`src/rtl/clkgen_rst_seq.sv`:
```
`timescale 1ns/1ps
`default_nettype none
// ============================================================================
// Module   : clkgen_rst_seq
// Brief    : Reset sequencer for clkgen wrappers. Synchronises PLL lock, pad
//            reset and JTAG reset, filters lock, holds all domain resets for
//            a minimum width, then releases NUM_DOMAINS active-low resets in
//            staggered order (domain 0 first). Runs on the main clock.
// Options  : RST_CAUSE_EN - adds cause_clr_i / cause_o sticky reset-cause
//            register {sw, jtag, ext, lock_loss}.
// Revision : 1.0 - initial release
// ============================================================================
module clkgen_rst_seq #(
  parameter int NUM_DOMAINS        = 3,
  parameter int SYNC_STAGES        = 2,
  parameter int LOCK_FILTER_CYCLES = 64,
  parameter int MIN_ASSERT_CYCLES  = 16,
  parameter int STAGGER_CYCLES     = 8
) (
  input  logic                   clk_i,
  input  logic                   rst_i,
  input  logic                   pll_locked_i,
  input  logic                   ext_rst_ni,
  input  logic                   jtag_srst_ni,
  input  logic                   sw_rst_req_i,
`ifdef RST_CAUSE_EN
  input  logic                   cause_clr_i,
  output logic [3:0]             cause_o,
`endif
  output logic [NUM_DOMAINS-1:0] rst_no,
  output logic                   all_released_o
);

  // Counter sized for the largest terminal count; index sized for domain count
  localparam int C_MAX_AB = (LOCK_FILTER_CYCLES > MIN_ASSERT_CYCLES) ? LOCK_FILTER_CYCLES : MIN_ASSERT_CYCLES;
  localparam int C_MAX    = (C_MAX_AB > STAGGER_CYCLES) ? C_MAX_AB : STAGGER_CYCLES;
  localparam int CW       = $clog2(C_MAX) + 1;
  localparam int IW       = $clog2(NUM_DOMAINS) + 1;

  localparam logic [CW-1:0] C_LOCK_LAST = CW'(LOCK_FILTER_CYCLES - 1);
  localparam logic [CW-1:0] C_HOLD_LAST = CW'(MIN_ASSERT_CYCLES - 1);
  localparam logic [CW-1:0] C_STAG_LAST = CW'(STAGGER_CYCLES - 1);
  localparam logic [IW-1:0] C_IDX_LAST  = IW'(NUM_DOMAINS - 1);

  localparam logic [1:0] C_ST_WAIT_LOCK = 2'd0;
  localparam logic [1:0] C_ST_HOLD      = 2'd1;
  localparam logic [1:0] C_ST_RELEASE   = 2'd2;
  localparam logic [1:0] C_ST_RUN       = 2'd3;

  logic [SYNC_STAGES-1:0] r_lock_sync;
  logic [SYNC_STAGES-1:0] r_ext_sync;
  logic [SYNC_STAGES-1:0] r_jtag_sync;
  logic                   w_lock_s;
  logic                   w_ext_n_s;
  logic                   w_jtag_n_s;
  logic                   w_clean;
  logic                   w_req;

  logic [1:0]             r_state;
  logic [1:0]             w_state_nxt;
  logic [CW-1:0]          r_cnt;
  logic [CW-1:0]          w_cnt_nxt;
  logic [IW-1:0]          r_idx;
  logic [IW-1:0]          w_idx_nxt;

  logic [NUM_DOMAINS-1:0] r_rst_n;
  logic [NUM_DOMAINS-1:0] w_rst_n_nxt;
  logic                   r_all_rel;
  logic                   w_all_rel_nxt;

  // Synchronisers reset to the "asserted" value so reset holds until inputs settle
  always_ff @(posedge clk_i or posedge rst_i) begin
    if (rst_i) begin
      r_lock_sync <= '0;
      r_ext_sync  <= '0;
      r_jtag_sync <= '0;
    end else begin
      r_lock_sync <= {r_lock_sync[SYNC_STAGES-2:0], pll_locked_i};
      r_ext_sync  <= {r_ext_sync[SYNC_STAGES-2:0],  ext_rst_ni};
      r_jtag_sync <= {r_jtag_sync[SYNC_STAGES-2:0], jtag_srst_ni};
    end
  end

  assign w_lock_s   = r_lock_sync[SYNC_STAGES-1];
  assign w_ext_n_s  = r_ext_sync[SYNC_STAGES-1];
  assign w_jtag_n_s = r_jtag_sync[SYNC_STAGES-1];
  assign w_clean    = w_lock_s & w_ext_n_s & w_jtag_n_s;
  assign w_req      = ~w_clean | sw_rst_req_i;

  // State, shared cycle counter and release index registers
  always_ff @(posedge clk_i or posedge rst_i) begin
    if (rst_i) begin
      r_state <= C_ST_WAIT_LOCK;
      r_cnt   <= '0;
      r_idx   <= '0;
    end else begin
      r_state <= w_state_nxt;
      r_cnt   <= w_cnt_nxt;
      r_idx   <= w_idx_nxt;
    end
  end

  // Next-state: lock filter, hold timer, stagger timer; req beats any same-cycle advance
  always_comb begin
    w_state_nxt = r_state;
    w_cnt_nxt   = r_cnt;
    w_idx_nxt   = r_idx;
    case (r_state)
      C_ST_WAIT_LOCK: begin
        if (!w_clean) begin
          w_cnt_nxt = '0;
        end else if (r_cnt >= C_LOCK_LAST) begin
          w_state_nxt = C_ST_HOLD;
          w_cnt_nxt   = '0;
        end else begin
          w_cnt_nxt = r_cnt + CW'(1);
        end
      end
      C_ST_HOLD: begin
        if (w_req) begin
          w_state_nxt = C_ST_WAIT_LOCK;
          w_cnt_nxt   = '0;
          w_idx_nxt   = '0;
        end else if (r_cnt >= C_HOLD_LAST) begin
          w_state_nxt = (NUM_DOMAINS == 1) ? C_ST_RUN : C_ST_RELEASE;
          w_cnt_nxt   = '0;
          w_idx_nxt   = '0;
        end else begin
          w_cnt_nxt = r_cnt + CW'(1);
        end
      end
      C_ST_RELEASE: begin
        if (w_req) begin
          w_state_nxt = C_ST_WAIT_LOCK;
          w_cnt_nxt   = '0;
          w_idx_nxt   = '0;
        end else if (r_cnt >= C_STAG_LAST) begin
          w_cnt_nxt = '0;
          w_idx_nxt = r_idx + IW'(1);
          if ((r_idx + IW'(1)) >= C_IDX_LAST) begin
            w_state_nxt = C_ST_RUN;
          end
        end else begin
          w_cnt_nxt = r_cnt + CW'(1);
        end
      end
      C_ST_RUN: begin
        if (w_req) begin
          w_state_nxt = C_ST_WAIT_LOCK;
          w_cnt_nxt   = '0;
          w_idx_nxt   = '0;
        end
      end
      default: begin
        w_state_nxt = C_ST_WAIT_LOCK;
        w_cnt_nxt   = '0;
        w_idx_nxt   = '0;
      end
    endcase
  end

  // Outputs derived from next state so they land in flops on the same edge
  always_comb begin
    w_rst_n_nxt   = '0;
    w_all_rel_nxt = 1'b0;
    if ((w_state_nxt == C_ST_RELEASE) || (w_state_nxt == C_ST_RUN)) begin
      for (int k = 0; k < NUM_DOMAINS; k++) begin
        w_rst_n_nxt[k] = (w_idx_nxt >= IW'(k));
      end
      w_all_rel_nxt = (w_state_nxt == C_ST_RUN);
    end
  end

  // Output flops: no combinational path from inputs to outputs
  always_ff @(posedge clk_i or posedge rst_i) begin
    if (rst_i) begin
      r_rst_n   <= '0;
      r_all_rel <= 1'b0;
    end else begin
      r_rst_n   <= w_rst_n_nxt;
      r_all_rel <= w_all_rel_nxt;
    end
  end

  assign rst_no         = r_rst_n;
  assign all_released_o = r_all_rel;

`ifdef RST_CAUSE_EN
  logic       w_capture;
  logic [3:0] r_cause;

  assign w_capture = w_req & (r_state != C_ST_WAIT_LOCK);

  // Sticky cause: OR in active sources on each accepted request; capture beats clear
  always_ff @(posedge clk_i or posedge rst_i) begin
    if (rst_i) begin
      r_cause <= 4'b0000;
    end else if (w_capture) begin
      r_cause <= r_cause | {sw_rst_req_i, ~w_jtag_n_s, ~w_ext_n_s, ~w_lock_s};
    end else if (cause_clr_i) begin
      r_cause <= 4'b0000;
    end
  end

  assign cause_o = r_cause;
`endif

endmodule
`default_nettype wire
```
`config.mk`:
```
export PLATFORM = sky130hd
export DESIGN_NAME = clkgen_rst_seq
export DESIGN_NICKNAME = d
export VERILOG_FILES = /design/src/rtl/clkgen_rst_seq.sv
export SDC_FILE = /design/constraint.sdc
export NUM_CORES = 1
export LEC_CHECK = 0
export ABC_CLOCK_PERIOD_IN_PS = 5000
export BUFFER_PORTS_ARGS = -buffer_cell sky130_fd_sc_hd__buf_2
export CORE_AREA = 2 2 48 50
export DETAILED_ROUTE_END_ITERATION = 16
export DIE_AREA = 0 0 50 52
export PLACE_DENSITY = 0.83
export SYNTH_ARGS = -nofsm -noshare
export SYNTH_HDL_FRONTEND = slang
export SYNTH_SLANG_ARGS = --single-unit
export TNS_END_PERCENT = 50
```
`constraint.sdc`:
```
create_clock -name clk_i -period 5 [get_ports clk_i]
set_clock_uncertainty 0.2 [all_clocks]
set_input_delay 1 -clock clk_i [delete_from_list [all_inputs] [get_ports clk_i]]
set_output_delay 1 -clock clk_i [all_outputs]
set_load 0.005 [all_outputs]
```
# ---- Yosys cells after proc, flatten, opt, wreduce, memory -nomap -nowiden
# Cells that the tools add are included.
dict set report totals {
  ff_bits 22
  output_inout_bits 4
}
dict set report classes {
  n_addsub 2
  magnitude_cmp 7
  n_eq_ne 6
  n_mux 25
  bitwise_logic 4
  n_reduce_logical 2
}
# op count
set op_table {}
lappend op_table {{$mux W7} 7}
lappend op_table {{$pmux W7 S4} 1}
lappend op_table {{$mux W3} 6}
lappend op_table {{$mux W2} 8}
lappend op_table {{$pmux W3 S3} 1}
lappend op_table {{$eq A2 B2 Y1 const B} 4}
lappend op_table {{$pmux W2 S4} 1}
lappend op_table {{$add A7 B1 Y7 const B} 1}
lappend op_table {{$ge A7 B3 Y1 const B} 1}
lappend op_table {{$ge A7 B4 Y1 const B} 1}
lappend op_table {{$ge A7 B6 Y1 const B} 1}
lappend op_table {{$ge A3 B1 Y1 const B} 2}
lappend op_table {{$ge A3 B2 Y1 const B} 2}
lappend op_table {{$add A3 B1 Y3 const B} 1}
lappend op_table {{$and A1 B1 Y1} 2}
lappend op_table {{$eq A2 B1 Y1 const B} 1}
lappend op_table {{$logic_not A2 Y1} 1}
lappend op_table {{$ne A2 B2 Y1 const B} 1}
lappend op_table {{$logic_or A1 B1 Y1} 1}
lappend op_table {{$mux W1} 1}
lappend op_table {{$not A1 Y1} 1}
lappend op_table {{$or A1 B1 Y1} 1}

# ---- Depth between registers and ports, before layout
dict set report logic_depth {
  ltp_word 9
  ltp_mapped 6
  depth_no_buf 6
}

# ---- Worst setup path before layout
# OpenSTA, ideal clock, no wires.
dict set report synth_path {
  path_type {in2reg}
  startpoint {in sw_rst_req_i}
  endpoint {reg r_rst_n[1] (netlist: rst_no[1])}
  t_arrival_ps 1780
  setup_slack_ps 2886
  cell_stages 5
  path_buffers 1
  path_cell_list {and3b_1 -> buf_2 -> and3_2 -> nor3_1 -> a31oi_1}
}
dict set report synth_between {
  elab_chain_cells 6
  elab_cells_between_ends 14
}
# item line_no
set synth_lines {}
lappend synth_lines {{from (decl)} 25} ;# input logic sw_rst_req_i,
lappend synth_lines {{$or A1 B1 Y1 (*)} 88} ;# assign w_req = ~w_clean | sw_rst_req_i;
lappend synth_lines {{parallel branches: the longest is 4 deep, another holds $ge A3 B1 Y1} --}
lappend synth_lines {{$mux W3 (*)} 166} ;# if ((w_state_nxt == C_ST_RELEASE) || (w_state_nxt == C_ST_RUN)) begin
lappend synth_lines {{via w_rst_n_nxt[1]} 67} ;# logic [NUM_DOMAINS-1:0] w_rst_n_nxt;
lappend synth_lines {{to (signal assigned)} 180} ;# r_rst_n <= w_rst_n_nxt;
lappend synth_lines {{to (decl)} 66} ;# logic [NUM_DOMAINS-1:0] r_rst_n;
# Mark *: on every way through the listed nets, which the timed path passes.
# A chain may end at the register's enable or synchronous reset.

==> impl_metrics.env <==
export IMPL_status="finished, final reports clean"
export IMPL_final_cell_area_sq_um=1160
export IMPL_crit_fanout=7
export IMPL_synth_area_per_cell_sq_um=10.4
export IMPL_ioPinCount=10
export IMPL_via_per_inst=5.86
export IMPL_die_h_um=52
export IMPL_cp_end_kind="primary output"
export IMPL_grt_pass1_vias=794
export IMPL_clk_path_buf_depth=2
export IMPL_path_cells="buf_2"
export IMPL_synth_compound_area_frac=0.192
export IMPL_core_area_sq_um=2110
export IMPL_grt_pass1_wl_um=3660
export IMPL_numCtsBuffers=3
export IMPL_std_cell_rows=17
export IMPL_max_slew_margin=0.497
export IMPL_synthAdderAreaFrac=0.0351
export IMPL_syn_nets=112
export IMPL_numPortBuffers=9
export IMPL_tightest_slew_ns=0.754
export IMPL_synth_warnings=0
export IMPL_yosys_area_top_type="dfrtp_1"
export IMPL_ff2ff_path_depth=6
export IMPL_synth_mux_area_frac=0
export IMPL_drt_initial_drc_count=21
export IMPL_grt_max_degree=22
export IMPL_yosysTopAreaCellShare=0.492
export IMPL_stdcell_count=141
export IMPL_path_clk_slew_ns=0.11
export IMPL_place_gp_congestion=0.849
export IMPL_synth_edf_count=0
export IMPL_cts_resized_gates=0
export IMPL_grt_usage=0.189
export IMPL_finalPower_uw=283
export IMPL_crit_cells=1
export IMPL_place_area_sq_um=1130
export IMPL_cp_slowest_cell="dfrtp_1"
export IMPL_synthSimpleGateAreaFrac=0.207
export IMPL_power_density_nw_per_um2=245
export IMPL_post_route_period_util=0.434
export IMPL_htreeDepth=1
export IMPL_cp_required_ns=3.80
export IMPL_crit_path_start_kind="register"
export IMPL_start_util=0.507
export IMPL_p_leak_uw=0.000579
export IMPL_synth_most_common_cell="dfrtp_1"
export IMPL_synth_async_reset_ratio=1.00
export IMPL_netlist_area_sq_um=1070
export IMPL_clkLatencyLatePin_ns=0.31
export IMPL_hold_path_class="register to register"
export IMPL_hold_violations=0
export IMPL_ys_flop_type="dfrtp_1"
export IMPL_synth_seq_cells=21
export IMPL_vias=826
export IMPL_dieArea_sq_um=2600
export IMPL_synth_xor_area_frac=0.0328
export IMPL_drc_errors=0
export IMPL_cts_hold_buf=0
export IMPL_slowest_delay_ns=0.49
export IMPL_path_delay_family="flip-flops"
export IMPL_min_period_ns=2.17
export IMPL_layout_nets=123
export IMPL_cap_violations=0
export IMPL_cts_tree="done"
export IMPL_cts_sinks=21
export IMPL_cts_setup_buffers=0
export IMPL_clock_fmax_ghz=0.461
export IMPL_antenna_found_initial=0
export IMPL_rsz0062_at_grt="no"
export IMPL_syn_inst=103
export IMPL_fin_tns_setup_ns=0
export IMPL_slew_viol_final=0
export IMPL_gr_total_overflow=0
export IMPL_ys_seq_area_frac=0.492
export IMPL_synth_commonest_cells="21 x dfrtp_1, 11 x nand2_1, 7 x inv_1"
export IMPL_worstSetupPathType="register to primary output"
export IMPL_wl_per_cell_um=14.5
export IMPL_antenna_left=0
export IMPL_crit_arrival_ns=0.97
export IMPL_setup_violations=0
export IMPL_min_path_cells=0
export IMPL_drtPass1Iterations=4
export IMPL_ctsRootBufferMaster="clkbuf_4"
export IMPL_placed_cells=137
export IMPL_syn2layout_area_growth_pct=8.31
export IMPL_cp_num_buf_inv=1
export IMPL_n_antenna_cell=0
export IMPL_ys_types=41
export IMPL_vdd_drop_max_v=0.000170
export IMPL_synthTopCellsByArea="dfrtp_1 49%, nand2_1 3.9%, ha_1 3.5%"
export IMPL_drive_gt1_frac=0.150
export IMPL_die_width_um=50
export IMPL_synth_top_family_by_area="simple AND/OR/NAND/NOR gates"
export IMPL_totalWireLength_um=2050
export IMPL_hpwlAfterDp_um=1480
-- routing by layer --
layer | GRT usage | vias to the layer above | share of wire
met1 | 0.250 | 397 | 0.45
met3 | 0.0259 | 5 | 0.039
met5 | 0 | - | 0
met2 | 0.309 | 26 | 0.49
li1 | - | 398 | -
met4 | 0.0833 | 0 | 0.020
-- power breakdown --
group	internal, uW	leakage, uW	total [uW]	switching, uW
Sequential	176	0.000278	185	8.77
Combinational	8.03	0.000286	17.6	9.61
Clock	31.2	0.0000150	81.0	49.7
Total	215	0.000579	283	68.1
-- worst reg2reg max path: cells and delay by family (launching register included) --
family	cells	cell delay, ns
AOI/OAI and AO/OA	5	1.09
DFF	1	0.47
adders and majority gates	1	0.27
-- placed cells by master (no fill, tap or decap), types with 2 or more instances in the layout --
| cell type | instances |
|---|---|
| a21oi_1 | 4 |
| a32o_1 | 2 |
| and3_1 | 2 |
| and3_2 | 2 |
| buf_2 | 9 |
| clkbuf_4 | 3 |
| dfrtp_1 | 21 |
| ha_1 | 3 |
| inv_1 | 7 |
| nand2_1 | 11 |
| nand3b_1 | 3 |
| nor2_1 | 4 |
| nor3_1 | 2 |
| nor4_1 | 3 |
| o21a_1 | 2 |
| o21ai_0 | 6 |
| o221ai_1 | 2 |
| xnor2_1 | 2 |
| xor2_1 | 2 |
-- path summary, 6_finish.rpt --
| kind | startpoint | end | slack, ns |
|---|---|---|---|
| setup reg to reg | r_cnt[0] | rst_no[2] | 2.88 |
| setup / recovery | r_state[1] | rst_no[0] | 2.83 |
| min in group asynchronous | rst_i | r_ext_sync[0] | 0.60 |
| hold / removal | r_jtag_sync[0] | r_jtag_sync[1] | 0.16 |
| hold reg to reg | r_jtag_sync[0] | r_jtag_sync[1] | 0.16 |
| max in group asynchronous | rst_i | r_idx[1] | 3.53 |
-- area by class of cell --
| type | instances | area [sq um] |
|---|---|---|
| fillers | 176 | 948 |
| inverters | 7 | 26.3 |
| multi-input cells | 72 | 499 |
| flip-flops and latches | 21 | 526 |
| repair buffers | 9 | 45.0 |
| well taps | 28 | 35.0 |
| clock buffers | 4 | 26.3 |
-- registers in the layout, summed over array words and instances (netlist names) --
signal / cells
r_cnt: 7
r_state: 2
all_released_o: 1
r_lock_sync: 2
r_idx: 3
rst_no: 2
r_jtag_sync: 2
r_ext_sync: 2
-- kinds of logic after synthesis --
logic type	Yosys count
AND/OR/NAND/NOR	38
XOR/XNOR	4
adder cells (fa/ha/maj)	3
AO/OA/AOI/OAI	27
buffers and inverters	10
flip-flops	21
-- stage by stage --
| step | utilization | setup WS (ns) | hold slack (ns) |
|---|---|---|---|
| floorplan | - | 2.89 | 0.131 |
| global placement | 0.537 | 2.71 | 0.135 |
| detailed placement | 0.537 | 2.62 | 0.140 |
| CTS | 0.550 | 2.84 | 0.167 |
| global route | 0.550 | 2.71 | 0.168 |
| finish | 0.550 | 2.83 | 0.162 |
Note: power is estimated with default switching activity, not from simulation.
